===== src/rtl/demux_pkg.sv =====
// Shared types for the 1-to-4 stream demux: channel count, select type,
// holding-register state and the one-hot channel decode.
package demux_pkg;

    localparam int NUM_CH = 4;

    typedef logic [1:0] sel_t;

    typedef enum logic {
        EMPTY = 1'b0,
        FULL  = 1'b1
    } state_t;

    function automatic logic [NUM_CH-1:0] onehot(input sel_t sel);
        logic [NUM_CH-1:0] vec;
        vec      = '0;
        vec[sel] = 1'b1;
        return vec;
    endfunction

endpackage


===== src/rtl/demux_ch_counter.sv =====
// Wrapping per-channel transfer counter, increments by one when en is high.
// Result visible the cycle after the counted transfer; no flow control.
module demux_ch_counter #(
    parameter int W = 8
) (
    input  logic         clock,
    input  logic         reset,
    input  logic         en,
    output logic [W-1:0] cnt
);

    logic [W-1:0] cnt_q;
    logic [W-1:0] cnt_d;

    always_comb begin
        cnt_d = cnt_q;
        if (en) begin
            cnt_d = cnt_q + W'(1);
        end
    end

    always_ff @(posedge clock) begin
        if (reset) begin
            cnt_q <= '0;
        end else begin
            cnt_q <= cnt_d;
        end
    end

    assign cnt = cnt_q;

endmodule


===== src/rtl/demux_1_to_4_stream.sv =====
// 1-to-4 valid/ready demux through a one-entry register: 1-cycle latency, full throughput,
// in_ready follows the addressed sink's ready. DEMUX_CNT_EN adds per-channel transfer counters.
module demux_1_to_4_stream
    import demux_pkg::*;
#(
    parameter int WIDTH = 8,
    parameter int CNT_W = 8
) (
    input  logic              clock,
    input  logic              reset,
    input  logic [WIDTH-1:0]  in_data,
    input  logic [1:0]        in_sel,
    input  logic              in_valid,
    output logic              in_ready,
    output logic [WIDTH-1:0]  out_data,
    output logic [3:0]        out_valid,
    input  logic [3:0]        out_ready,
    input  logic [1:0]        cnt_sel,
    output logic [CNT_W-1:0]  cnt_out
);

    state_t           state_q, state_d;
    logic [WIDTH-1:0] data_q, data_d;
    sel_t             dest_q, dest_d;
    logic             in_xfer;

    always_comb begin
        state_d   = state_q;
        data_d    = data_q;
        dest_d    = dest_q;
        in_ready  = 1'b1;
        out_valid = '0;
        case (state_q)
            EMPTY: begin
                in_ready = 1'b1;
            end
            FULL: begin
                in_ready = out_ready[dest_q];
                // Masked during reset so a discarded word never counts as delivered.
                out_valid = reset ? 4'b0000 : onehot(dest_q);
            end
            default: begin
                in_ready = 1'b1;
            end
        endcase
        in_xfer = in_valid && in_ready;
        if (in_xfer) begin
            state_d = FULL;
            data_d  = in_data;
            dest_d  = in_sel;
        end else if (state_q == FULL && out_ready[dest_q]) begin
            state_d = EMPTY;
        end
    end

    always_ff @(posedge clock) begin
        if (reset) begin
            state_q <= EMPTY;
            data_q  <= '0;
            dest_q  <= '0;
        end else begin
            state_q <= state_d;
            data_q  <= data_d;
            dest_q  <= dest_d;
        end
    end

    assign out_data = data_q;

`ifdef DEMUX_CNT_EN
    logic [CNT_W-1:0] cnt_ch [NUM_CH];

    for (genvar g = 0; g < NUM_CH; g++) begin : g_cnt
        demux_ch_counter #(
            .W (CNT_W)
        ) u_cnt (
            .clock (clock),
            .reset (reset),
            .en    (out_valid[g] && out_ready[g]),
            .cnt   (cnt_ch[g])
        );
    end

    assign cnt_out = cnt_ch[cnt_sel];
`else
    logic unused_cnt_sel;
    assign unused_cnt_sel = ^cnt_sel;
    assign cnt_out        = '0;
`endif

endmodule


===== config.mk =====
export PLATFORM = sky130hd
export DESIGN_NAME = demux_1_to_4_stream
export DESIGN_NICKNAME = d
export VERILOG_FILES = /design/src/rtl/demux_pkg.sv /design/src/rtl/demux_ch_counter.sv /design/src/rtl/demux_1_to_4_stream.sv
export SDC_FILE = /design/constraint.sdc
export NUM_CORES = 1
export LEC_CHECK = 0
export ABC_AREA = 0
export CAP_MARGIN = 20
export CORE_UTILIZATION = 35
export DETAILED_ROUTE_END_ITERATION = 8
export PLACE_DENSITY_LB_ADDON = 0.05
export SKIP_LAST_GASP = 1
export SYNTH_ARGS = -nofsm -noshare
export SYNTH_HDL_FRONTEND = slang
export SYNTH_SLANG_ARGS = --single-unit

===== constraint.sdc =====
create_clock -name clock -period 2.84 [get_ports clock]
set_input_delay 0.71 -clock clock [delete_from_list [all_inputs] [get_ports clock]]
set_output_delay 0.71 -clock clock [all_outputs]
set_load 0.005 [all_outputs]

==> impl_metrics.ini, run 1 <==
[detailed_routing]
drcViolationCount = 0
drtPass1Iterations = 4
vias_per_cell = 4.26
routedWlPerCell_microns = 9.58
drtIter0Drc = 5
drt_wl_total_microns = 1160
ant_nets = 0
vias = 516

[final_layout]
nNetsFinal = 116
final_util_pct = 54.7
insertedDiodeCount = 0
drive_above_1_share_pct = 7.29
final_cell_mix = 29 x clkdlybuf4s50_1, 19 x nand2b_1, 12 x mux2i_1, 11 x dfxtp_1, 8 x conb_1
syn2layout_area_growth_pct = 46.3
fill_cells = 176
mostFrequentLayoutCell = clkdlybuf4s50_1
stdcell_count = 121
design_area_sq_um = 945

[floorplan]
io_pins = 40
initial_core_util_pct = 37.4
core_area_sq_mm = 0.00173
rows = 15
die_h_microns = 45.0
die_x_microns = 45.0
die-area_sq_mm = 0.00202

[global_routing]
grt_antenna_before_repair = 0
grtUsageTotal_pct = 12.1
grt_pass1_vias = 390
grt_start_max_net_pins = 22
grt_overflow_total = 0
grt_pass1_wl_microns = 1700

[synth]
synthAdderAreaFrac_pct = 0
netlist_area_sq_um = 646
synth_mux_area_share_pct = 18.6
yosysWarnings = 0
avgSynthCellArea_sq_um = 9.78
synth_xor_area_share_pct = 0
ys_types = 18
synth_top_family_by_area = simple AND/OR/NAND/NOR gates
synth_compound_area_share_pct = 4.26
synthCells = 66
synth-seq-cells = 11
synth_seq_area_share_pct = 34.1
synthSimpleGateAreaFrac_pct = 27.9

[timing]
whs_ns = 0.470
clock.fmax_mhz = 361
final.min_clock_period_ns = 2.77
slew_violations = 0
min_period_over_period_pct = 97.6
rsz0062_at_grt = false
clock_skew_ns = 0.00234
finalSetupViolCount = 0
setup_tns_ns = 0
finalWorstSetupSlack_ns = 0.0688
hold_violations = 0

[clocking]
clk_pin_slew_ns = 0.07
h-tree-depth = 1
clock-sinks = 11
clkLatencyLatePin_ns = 0.26
postCtsResizedCells = 0
cts_buffers = 3
clock_path_buffers = 2
root_buffer = clkbuf_4
cts_setup_buffers = 0
ctsHoldBuffers = 0
cts_tree = done

[critical_path]
path_max_fanout = 2
critPathLaunchType = primary input
path_class = primary input to primary output
required_ns = 2.13
arrival_ns = 2.06
setup.worst_path.end_class = primary output

[power]
leakage_nw = 0.381
ir_drop_mv = 0.203
p_total_uw = 365
power.density_mw_per_mm2 = 387

[placed_design]
globalplace.congestion = 0.684
place_ws_ns = 0.0796
place_area_sq_um = 918
io_buffers = 29
place_inst = 117

[worst_hold_path]
hold_path.class = flip-flop to flip-flop

[flow_run]
maxCapViolations = 0

[run_status]
status = completed
==> final cells by class <==
type	instances	area, sq um	share of cell area (%)
clock buffer	4	26.3	2.78
inverter	1	3.75	0.397
multi-input combinational	49	358	37.9
sequential	11	220	23.3
tap	25	31.3	3.31
timing repair buffer	31	305	32.3
==> report_power, final <==
part | switching (mW) | total [mW] | leakage (nW) | internal (mW)
logic | 0.0285 | 0.0868 | 0.275 | 0.0583
clock network | 0.0501 | 0.104 | 0.0150 | 0.0542
registers | 0.00869 | 0.174 | 0.0908 | 0.166
==> critical path: stages <==
cell and delay (ns):
clkdlybuf4s50_1 0.46, mux2i_1 0.10, a22oi_1 0.25, clkdlybuf4s50_1 0.55
==> synthesized netlist by cell type <==
| cell type | instances | area [sq um] |
|---|---|---|
| clkbuf_1 | 2 | 7.51 |
| nand2b_1 | 19 | 119 |
| and4bb_2 | 1 | 12.5 |
| mux2i_1 | 12 | 120 |
| or2b_1 | 1 | 7.51 |
| a22oi_1 | 1 | 7.51 |
| nor4bb_1 | 1 | 10.0 |
| a21oi_1 | 1 | 5.00 |
| and4b_1 | 1 | 10.0 |
| and2_1 | 1 | 6.26 |
| nor4b_1 | 1 | 8.76 |
| buf_6 | 2 | 22.5 |
| inv_1 | 1 | 3.75 |
| buf_4 | 8 | 60.1 |
| nor2b_1 | 1 | 6.26 |
| conb_1 | 1 | 3.75 |
| dfxtp_1 | 11 | 220 |
| a221oi_2 | 1 | 15.0 |
==> state kept, by name (all words and copies together), names as in the netlist <==
register and count:
out_data 8, dest_q 2, state_q 1
==> cells by family (layout without fill, tap and decap cells) <==
group	after synthesis	after routing
AND/OR/NAND/NOR	26	26
multiplexers	12	12
buffers and inverters	13	36
AO/OA/AOI/OAI	3	3
flip-flops	11	11
other	1	8
==> path summary, 6_finish.rpt <==
path              slack [ns]  cells after the start         start           to
hold / removal          0.47                      2   out_data[2]  out_data[2]
setup reg to reg        1.44                      4     dest_q[1]  out_data[2]
hold reg to reg         0.47                      2   out_data[2]  out_data[2]
setup / recovery        0.07                      4  out_ready[3]     in_ready
==> per-layer routing <==
metal	part of all wire [%]	routed length (microns)	global-route usage (%)
met1	45	520	15.4
met2	44	511	17.1
met3	9.4	109	3.60
met4	1.6	18	9.09
met5	0	0	0
Power figures use the tool's default switching activity.
==> inputs of run 2 (changes only) <==
--- a/config.mk
+++ b/config.mk
@@ -8,6 +8,7 @@
 export ABC_AREA = 0
 export CAP_MARGIN = 20
 export CORE_UTILIZATION = 35
+export CTS_BUF_LIST = sky130_fd_sc_hd__clkbuf_4 sky130_fd_sc_hd__clkbuf_8
 export DETAILED_ROUTE_END_ITERATION = 8
 export PLACE_DENSITY_LB_ADDON = 0.05
 export SKIP_LAST_GASP = 1
==> impl_metrics.ini, run 2 (synthesis results as in run 1) <==
[clocking]
cts_setup_buffers = 0
cts_tree = done
h-tree-depth = 1
clock-sinks = 11
ctsHoldBuffers = 0
cts_buffers = 3
clkLatencyLatePin_ns = 0.26
clk_pin_slew_ns = 0.07
root_buffer = clkbuf_4
clock_path_buffers = 2
postCtsResizedCells = 0

[critical_path]
required_ns = 2.13
path_max_fanout = 2
ff2ff_setup_slack_ns = 1.43
ff2ff_path_depth = 4
rr_startpoint = dest_q[1]
setup.worst_path.end_class = primary output
arrival_ns = 2.06
r2r-end = out_data[0]
path_class = primary input to primary output
critPathLaunchType = primary input

[detailed_routing]
drcViolationCount = 0
vias = 516
drtIter0Drc = 5
routedWlPerCell_microns = 9.65
drtPass1Iterations = 4
ant_nets = 0
vias_per_cell = 4.26
drt_wl_total_microns = 1170

[floorplan]
io_pins = 40
die_x_microns = 45.0
die_h_microns = 45.0
die-area_sq_mm = 0.00202
core_area_sq_mm = 0.00173
rows = 15
initial_core_util_pct = 37.4

[global_routing]
grtUsageTotal_pct = 12.1
grt_pass1_wl_microns = 1700
grt_pass1_vias = 390
top_usage_layer = met2
grtUsageMet3_pct = 3.60
grt_antenna_before_repair = 0
grt_util_met1_pct = 15.4
grt_overflow_total = 0
gr-usage-met2_pct = 17.1
grt_start_max_net_pins = 22

[worst_hold_path]
min_from = out_data[2]
hold-path-endpoint = out_data[2]
hold_depth = 2
hold_path.class = flip-flop to flip-flop

[timing]
setup_tns_ns = 0
hold_violations = 0
clock.fmax_mhz = 361
clock_skew_ns = 0.00189
min_period_over_period_pct = 97.6
slew_violations = 0
finalSetupViolCount = 0
final.min_clock_period_ns = 2.77
rsz0062_at_grt = false

[final_layout]
insertedDiodeCount = 0
stdcell_count = 121
nNetsFinal = 116
final_util_pct = 54.9
mostFrequentLayoutCell = clkdlybuf4s50_1
syn2layout_area_growth_pct = 46.9
largest_reg_flops = 8
final_cell_mix = 29 x clkdlybuf4s50_1, 19 x nand2b_1, 12 x mux2i_1, 11 x dfxtp_1, 8 x conb_1
drive_above_1_share_pct = 8.33

[power]
power.density_mw_per_mm2 = 398
ir_drop_mv = 0.210
p_total_uw = 377
leakage_nw = 0.384

[flow_run]
maxCapViolations = 0

[run_status]
status = completed

[placed_design]
place_inst = 117
io_buffers = 29
globalplace.congestion = 0.684
==> run 2: stage by stage <==
step | setup slack [ns] | area (sq um) | hold WS [ns]
finish | 0.0688 | 948 | 0.471
global route | 0.0323 | 948 | 0.491
CTS | 0.0730 | 948 | 0.480
detailed placement | 0.0796 | 918 | 0.467
global placement | 0.0840 | 918 | 0.458
floorplan | 0.957 | 672 | 0.465
==> run 2: report_power, final <==
group          switching (mW)  internal, mW  total, mW
Combinational          0.0286        0.0583     0.0868
Clock                  0.0522        0.0637      0.116
Sequential            0.00876         0.166      0.174
Total                  0.0896         0.288      0.377
==> run 2: area by class of cell <==
class	instances	area, sq um
clock buffers	4	30.0
flip-flops and latches	11	220
repair buffers	31	305
inverters	1	3.75
multi-input cells	49	358
fillers	175	778
well taps	25	31.3
==> run 2: critical path: stages <==
cell and delay [ns]:
clkdlybuf4s50_1 0.46, mux2i_1 0.10, a22oi_1 0.25, clkdlybuf4s50_1 0.55
==> run 2: worst max path at each step <==
stage	slack, ns	depth (start not counted)	end	startpoint
2_1_floorplan	0.96	2	out_valid[1]	reset
3_3_place_gp	0.08	4	in_ready	out_ready[3]
3_5_place_dp	0.08	4	in_ready	out_ready[3]
4_1_cts	0.07	4	in_ready	out_ready[3]
5_1_grt	0.03	3	out_valid[0]	reset
6_report	0.07	4	in_ready	out_ready[3]
==> run 2: per-layer routing <==
metal	vias to the layer above	part of all wire [%]
li1	264	-
met1	226	46
met2	24	43
met3	2	9.3
met4	0	1.5
met5	-	0
==> inputs of run 3 (changes only) <==
==> constraint.sdc (replaced) <==
create_clock -name clock -period 2.84 [get_ports clock]
set_input_delay 0.568 -clock clock [delete_from_list [all_inputs] [get_ports clock]]
set_output_delay 0.568 -clock clock [all_outputs]
set_load 0.005 [all_outputs]
==> impl_metrics.ini, run 3 (synthesis results as in run 1) <==
[global_routing]
grt_start_max_net_pins = 22
grt_overflow_total = 0
grt_pass1_wl_microns = 1680
grt_antenna_before_repair = 0
grt_pass1_vias = 387
grtUsageTotal_pct = 11.8

[timing]
whs_ns = 0.471
clock_skew_ns = 0.00356
rsz0062_at_grt = false
finalSetupViolCount = 0
clock.fmax_mhz = 403
hold_violations = 0
min_period_over_period_pct = 87.4
final.min_clock_period_ns = 2.48
setup_tns_ns = 0
slew_violations = 0

[detailed_routing]
drtPass1Iterations = 4
vias_per_cell = 4.26
drtIter0Drc = 3
ant_nets = 0
routedWlPerCell_microns = 9.75
vias = 516
drcViolationCount = 0
drt_wl_total_microns = 1180

[power]
pwr-share-seq_pct = 46.3
p_total_uw = 377
leakage_nw = 0.384
switching_share_pct = 23.6
p_int_uw = 288
ir_drop_mv = 0.269
pwr-share-comb_pct = 23.1
switchingPower_uw = 89.0
clockPowerShare_pct = 30.6
power.density_mw_per_mm2 = 397

[floorplan]
io_pins = 40
rows = 15
die_x_microns = 45.0
initial_core_util_pct = 37.4
core_area_sq_mm = 0.00173
die_h_microns = 45.0
die-area_sq_mm = 0.00202

[clocking]
cts_setup_buffers = 0
cts_tree = done
clkLatencyLatePin_ns = 0.26
clk_pin_slew_ns = 0.07
clock_path_buffers = 2
cts_buffers = 3
postCtsResizedCells = 0
clock-sinks = 11
root_buffer = clkbuf_4
ctsHoldBuffers = 0
h-tree-depth = 1

[critical_path]
arrival_ns = 1.91
path_max_fanout = 2
path_class = primary input to primary output
critPathLaunchType = primary input
ff2ff_path_depth = 4
setup.worst_path.end_class = primary output
r2r-end = out_data[6]
ff2ff_setup_slack_ns = 1.42
rr_startpoint = dest_q[1]
required_ns = 2.27
critPathLaunch = out_ready[3]

[worst_hold_path]
min_from = out_data[2]
hold_depth = 2
hold-path-endpoint = out_data[2]
hold_path.class = flip-flop to flip-flop

[run_status]
status = completed

[placed_design]
io_buffers = 29
place_inst = 117
globalplace.congestion = 0.684
place_area_sq_um = 918

[final_layout]
stdcell_count = 121
insertedDiodeCount = 0
largest_reg_flops = 8
fill_cells = 176
drive_above_1_share_pct = 8.33
design_area_sq_um = 948
mostFrequentLayoutCell = clkdlybuf4s50_1
nNetsFinal = 116
syn2layout_area_growth_pct = 46.9
final_cell_mix = 29 x clkdlybuf4s50_1, 19 x nand2b_1, 12 x mux2i_1, 11 x dfxtp_1, 8 x conb_1

[flow_run]
maxCapViolations = 0
==> run 3: cell counts in the layout (fill, tap and decap cells not counted) <==
No cell type changed its count.
==> run 3: layout make-up <==
class / count / area, sq um / area share, %
timing repair buffer: 31 / 305 / 32.2
multi-input combinational: 49 / 358 / 37.7
sequential: 11 / 220 / 23.2
clock buffer: 4 / 30.0 / 3.17
tap: 25 / 31.3 / 3.30
inverter: 1 / 3.75 / 0.396
==> run 3: worst max-delay path: stages <==
cell	delay, ns
clkdlybuf4s50_1	0.46
mux2i_1	0.10
a22oi_1	0.25
clkdlybuf4s50_1	0.55
==> run 3: worst max path at each step <==
stage	end
final	in_ready
after global routing	out_valid[0]
after CTS	in_ready
after detailed placement	in_ready
after global placement	in_ready
after floorplan	out_valid[1]
==> run 3: through the flow <==
stage,utilization (%),setup WS [ns]
after global placement,53.2,0.368
after global routing,54.9,0.283
after CTS,54.9,0.357
after detailed placement,53.2,0.364
after floorplan,-,1.24
final,54.9,0.359
==> run 3: power groups by stage <==
stage                     Combinational [mW]  Clock (mW)  Sequential [mW]
after floorplan                       0.0512           0            0.176
after global placement                0.0869           0            0.177
after detailed placement              0.0879           0            0.178
after CTS                             0.0885       0.121            0.174
after global routing                  0.0946       0.128            0.176
final                                 0.0871       0.115            0.174
==> run 3: layer usage <==
layer / vias to the layer above / part of all wire (%) / GRT usage, %
met4: 0 / 1.3 / 5.45
met5: - / 0 / 0
li1: 264 / - / -
met1: 226 / 47 / 15.9
met3: 2 / 8.0 / 2.80
met2: 24 / 44 / 17.7
==> RTL change (flow settings as in run 1) <==
Take the reset off `data_q` and load it in a clocked block of its own.
--- a/src/rtl/demux_1_to_4_stream.sv
+++ b/src/rtl/demux_1_to_4_stream.sv
@@ -56,13 +56,15 @@
     always_ff @(posedge clock) begin
         if (reset) begin
             state_q <= EMPTY;
-            data_q  <= '0;
             dest_q  <= '0;
         end else begin
             state_q <= state_d;
-            data_q  <= data_d;
             dest_q  <= dest_d;
         end
+    end
+
+    always_ff @(posedge clock) begin
+        data_q <= data_d;
     end
 
     assign out_data = data_q;
Formal check against the unedited RTL: not equivalent (Yosys sat finds a counterexample within 4 cycles, from zero or initial values and one cycle with reset high).
==> RTL change against run 1 <==
  * Count of clock-buffer cells in the layout shrank 1
  * Worst setup slack gained 0.023 ns
  * Final area shrank 11%
  * Sequential share of layout area grew 12 points
  * Total power down 0.74%
  * Largest cell class is now non-clock buffers
  * Area after synthesis shrank 22%
  * Routed wire length is 16% lower
  * Sequential cell count is the same
==> RTL change: results (changes against run 1) <==
Logic synthesis:
- The number of library cell types mapped by synthesis is 16 (-2).
- The mux share of post-synthesis cell area came to 0.0798 (-0.106).
- The total number of yosys warnings is 0 (unchanged).
- The dominant synthesized flop cell is edfxtp_1.
- The number of flops mapped to enable cells by yosys is 8 (+8).
- The portion of the post-synthesis area used by sequential elements is 0.599 (+0.257).
- Counting instances in the post-synthesis netlist gives the leading cell types as buf_4 (8), edfxtp_1 (8), mux2i_1 (4), nand2b_1 (4), dfxtp_1 (3).
- The post-synthesis area per instance came to 12.5 um2 (+28%).
- The share of the synthesized area in compound gates (AO/OA/AOI/OAI) is 0.0549 (+0.0122).
- In the post-synthesis netlist, the biggest area contributors are edfxtp_1 (48%), dfxtp_1 (12%), buf_4 (12%), mux2i_1 (8.0%), nand2b_1 (5.0%).

Cells and area:
- The net count of the finished layout came to 96 (-17%).
- The count of inserted antenna diode cells was 0 (unchanged).
- Compared with the post-synthesis result, the final layout area differs by 67.3%.
- The fill cell total of the finished layout is 109 (-38%).
- The fraction of layout instances using a drive strength above 1 came to 0.132 (+0.0587).
- The final standard cell count with taps included and fillers excluded is 91 (-25%).
- The number of flip-flops in the largest register is 8 (unchanged).

Setup path:
- The arrival time at the worst endpoint is 2.04 ns (-0.02 ns).
- The biggest cell delay along the critical path is 0.53 ns (-0.02 ns).
- In this run the worst setup path begins at out_ready[1].
- The worst register-to-register path ends at out_data[3]$_DFFE_PP_.
- The depth of the most critical reg-to-reg path is 3 (-1).
- The startpoint identified for the worst register-to-register timing path is dest_q[0]$_SDFFE_PP0P_.

Global route:
- The routing usage on met3 is 0.0852 (+0.0492).
- The met1 layer usage reported by global route is 0.121 (-0.0328).
- The number of global-route vias before repair is 318 (-18%).
- The global router's overall resource usage came to 0.138 (+0.0169).
- The maximum number of pins on one net before global-route repair is 11 (-50%).
- The global-route met2 utilization is 0.234 (+0.0629).
- The global-route wire length before repair came to 1290 um (-24%).

Hold path:
- The end point of the most critical hold path is dest_q[1]$_SDFFE_PP0P_.
- The origin of the worst min-delay path is dest_q[1]$_SDFFE_PP0P_.

CTS:
- The clock latency on the worst-skew pair was 0.26 ns (about the same).
- The largest buffer count on any clock path is 2 (unchanged).
- The root cell of the clock tree is clkbuf_4.

Timing:
- The clock skew is 0.00409 ns (+0.00174 ns).
- The smallest hold slack is 0.518 ns (+0.0486 ns).

Drt:
- The number of detailed-route iterations in the first pass was 6 (+2).
- The via count is 398 (-23%).
- The routed length per instance is 10.7 um (+12%).
- The number of violations reported at the end of detailed-routing iteration 0 is 7 (+2).

Pwr:
- The post-route total power is 0.000363 W (-0.74%).
- The worst supply voltage drop on vdd is 0.000247 V (+22%).
- The combinational cell power is 0.0000699 W (-19%).
- The proportion of power drawn by the clock network is 0.283 (-0.002).
- The leakage power came to 0.327 nW (-14%).
- The switching power of the nets is 0.0000793 W (-9.2%).

Outcome:
- The run finished with clean final reports.

Placed design:
- The global placer's final weighted congestion is 0.640 (-6.4%).
- The total cell area at the placement stage is 800 um2 (-13%).
- The placement-stage worst setup slack is 0.0571 ns (-0.0225 ns).
- The placed instance count is 86 (-26%).
==> RTL change: layout make-up <==
class                   count  share of cell area
clock buffers               3              0.0268
clock inverters             1             0.00596
inverters                   1             0.00447
multi-input cells          27               0.201
flip-flops and latches     11               0.358
well taps                  15              0.0224
repair buffers             33               0.382
==> RTL change: how the worst max path moves through the flow <==
stage / endpoint / slack (ns) / depth (start not counted)
final: in_ready / 0.09 / 4
after global routing: out_valid[3] / 0.003 / 4
after CTS: in_ready / 0.04 / 4
after detailed placement: in_ready / 0.06 / 4
after global placement: in_ready / 0.05 / 4
after floorplan: out_data[0]$_DFFE_PP_ / 1.02 / 2
==> RTL change: worst register-to-register path: stages, from the launching register on <==
cell and delay (ns):
dfxtp_1 0.43, mux2i_1 0.16, a221oi_2 0.28, buf_4 0.22
==> RTL change: metal layers <==
layer	part of all wire	vias up	wire length, um
li1	-	198	-
met1	0.38	174	366
met2	0.51	24	501
met3	0.10	2	99
met4	0.0062	0	6
met5	0	-	0
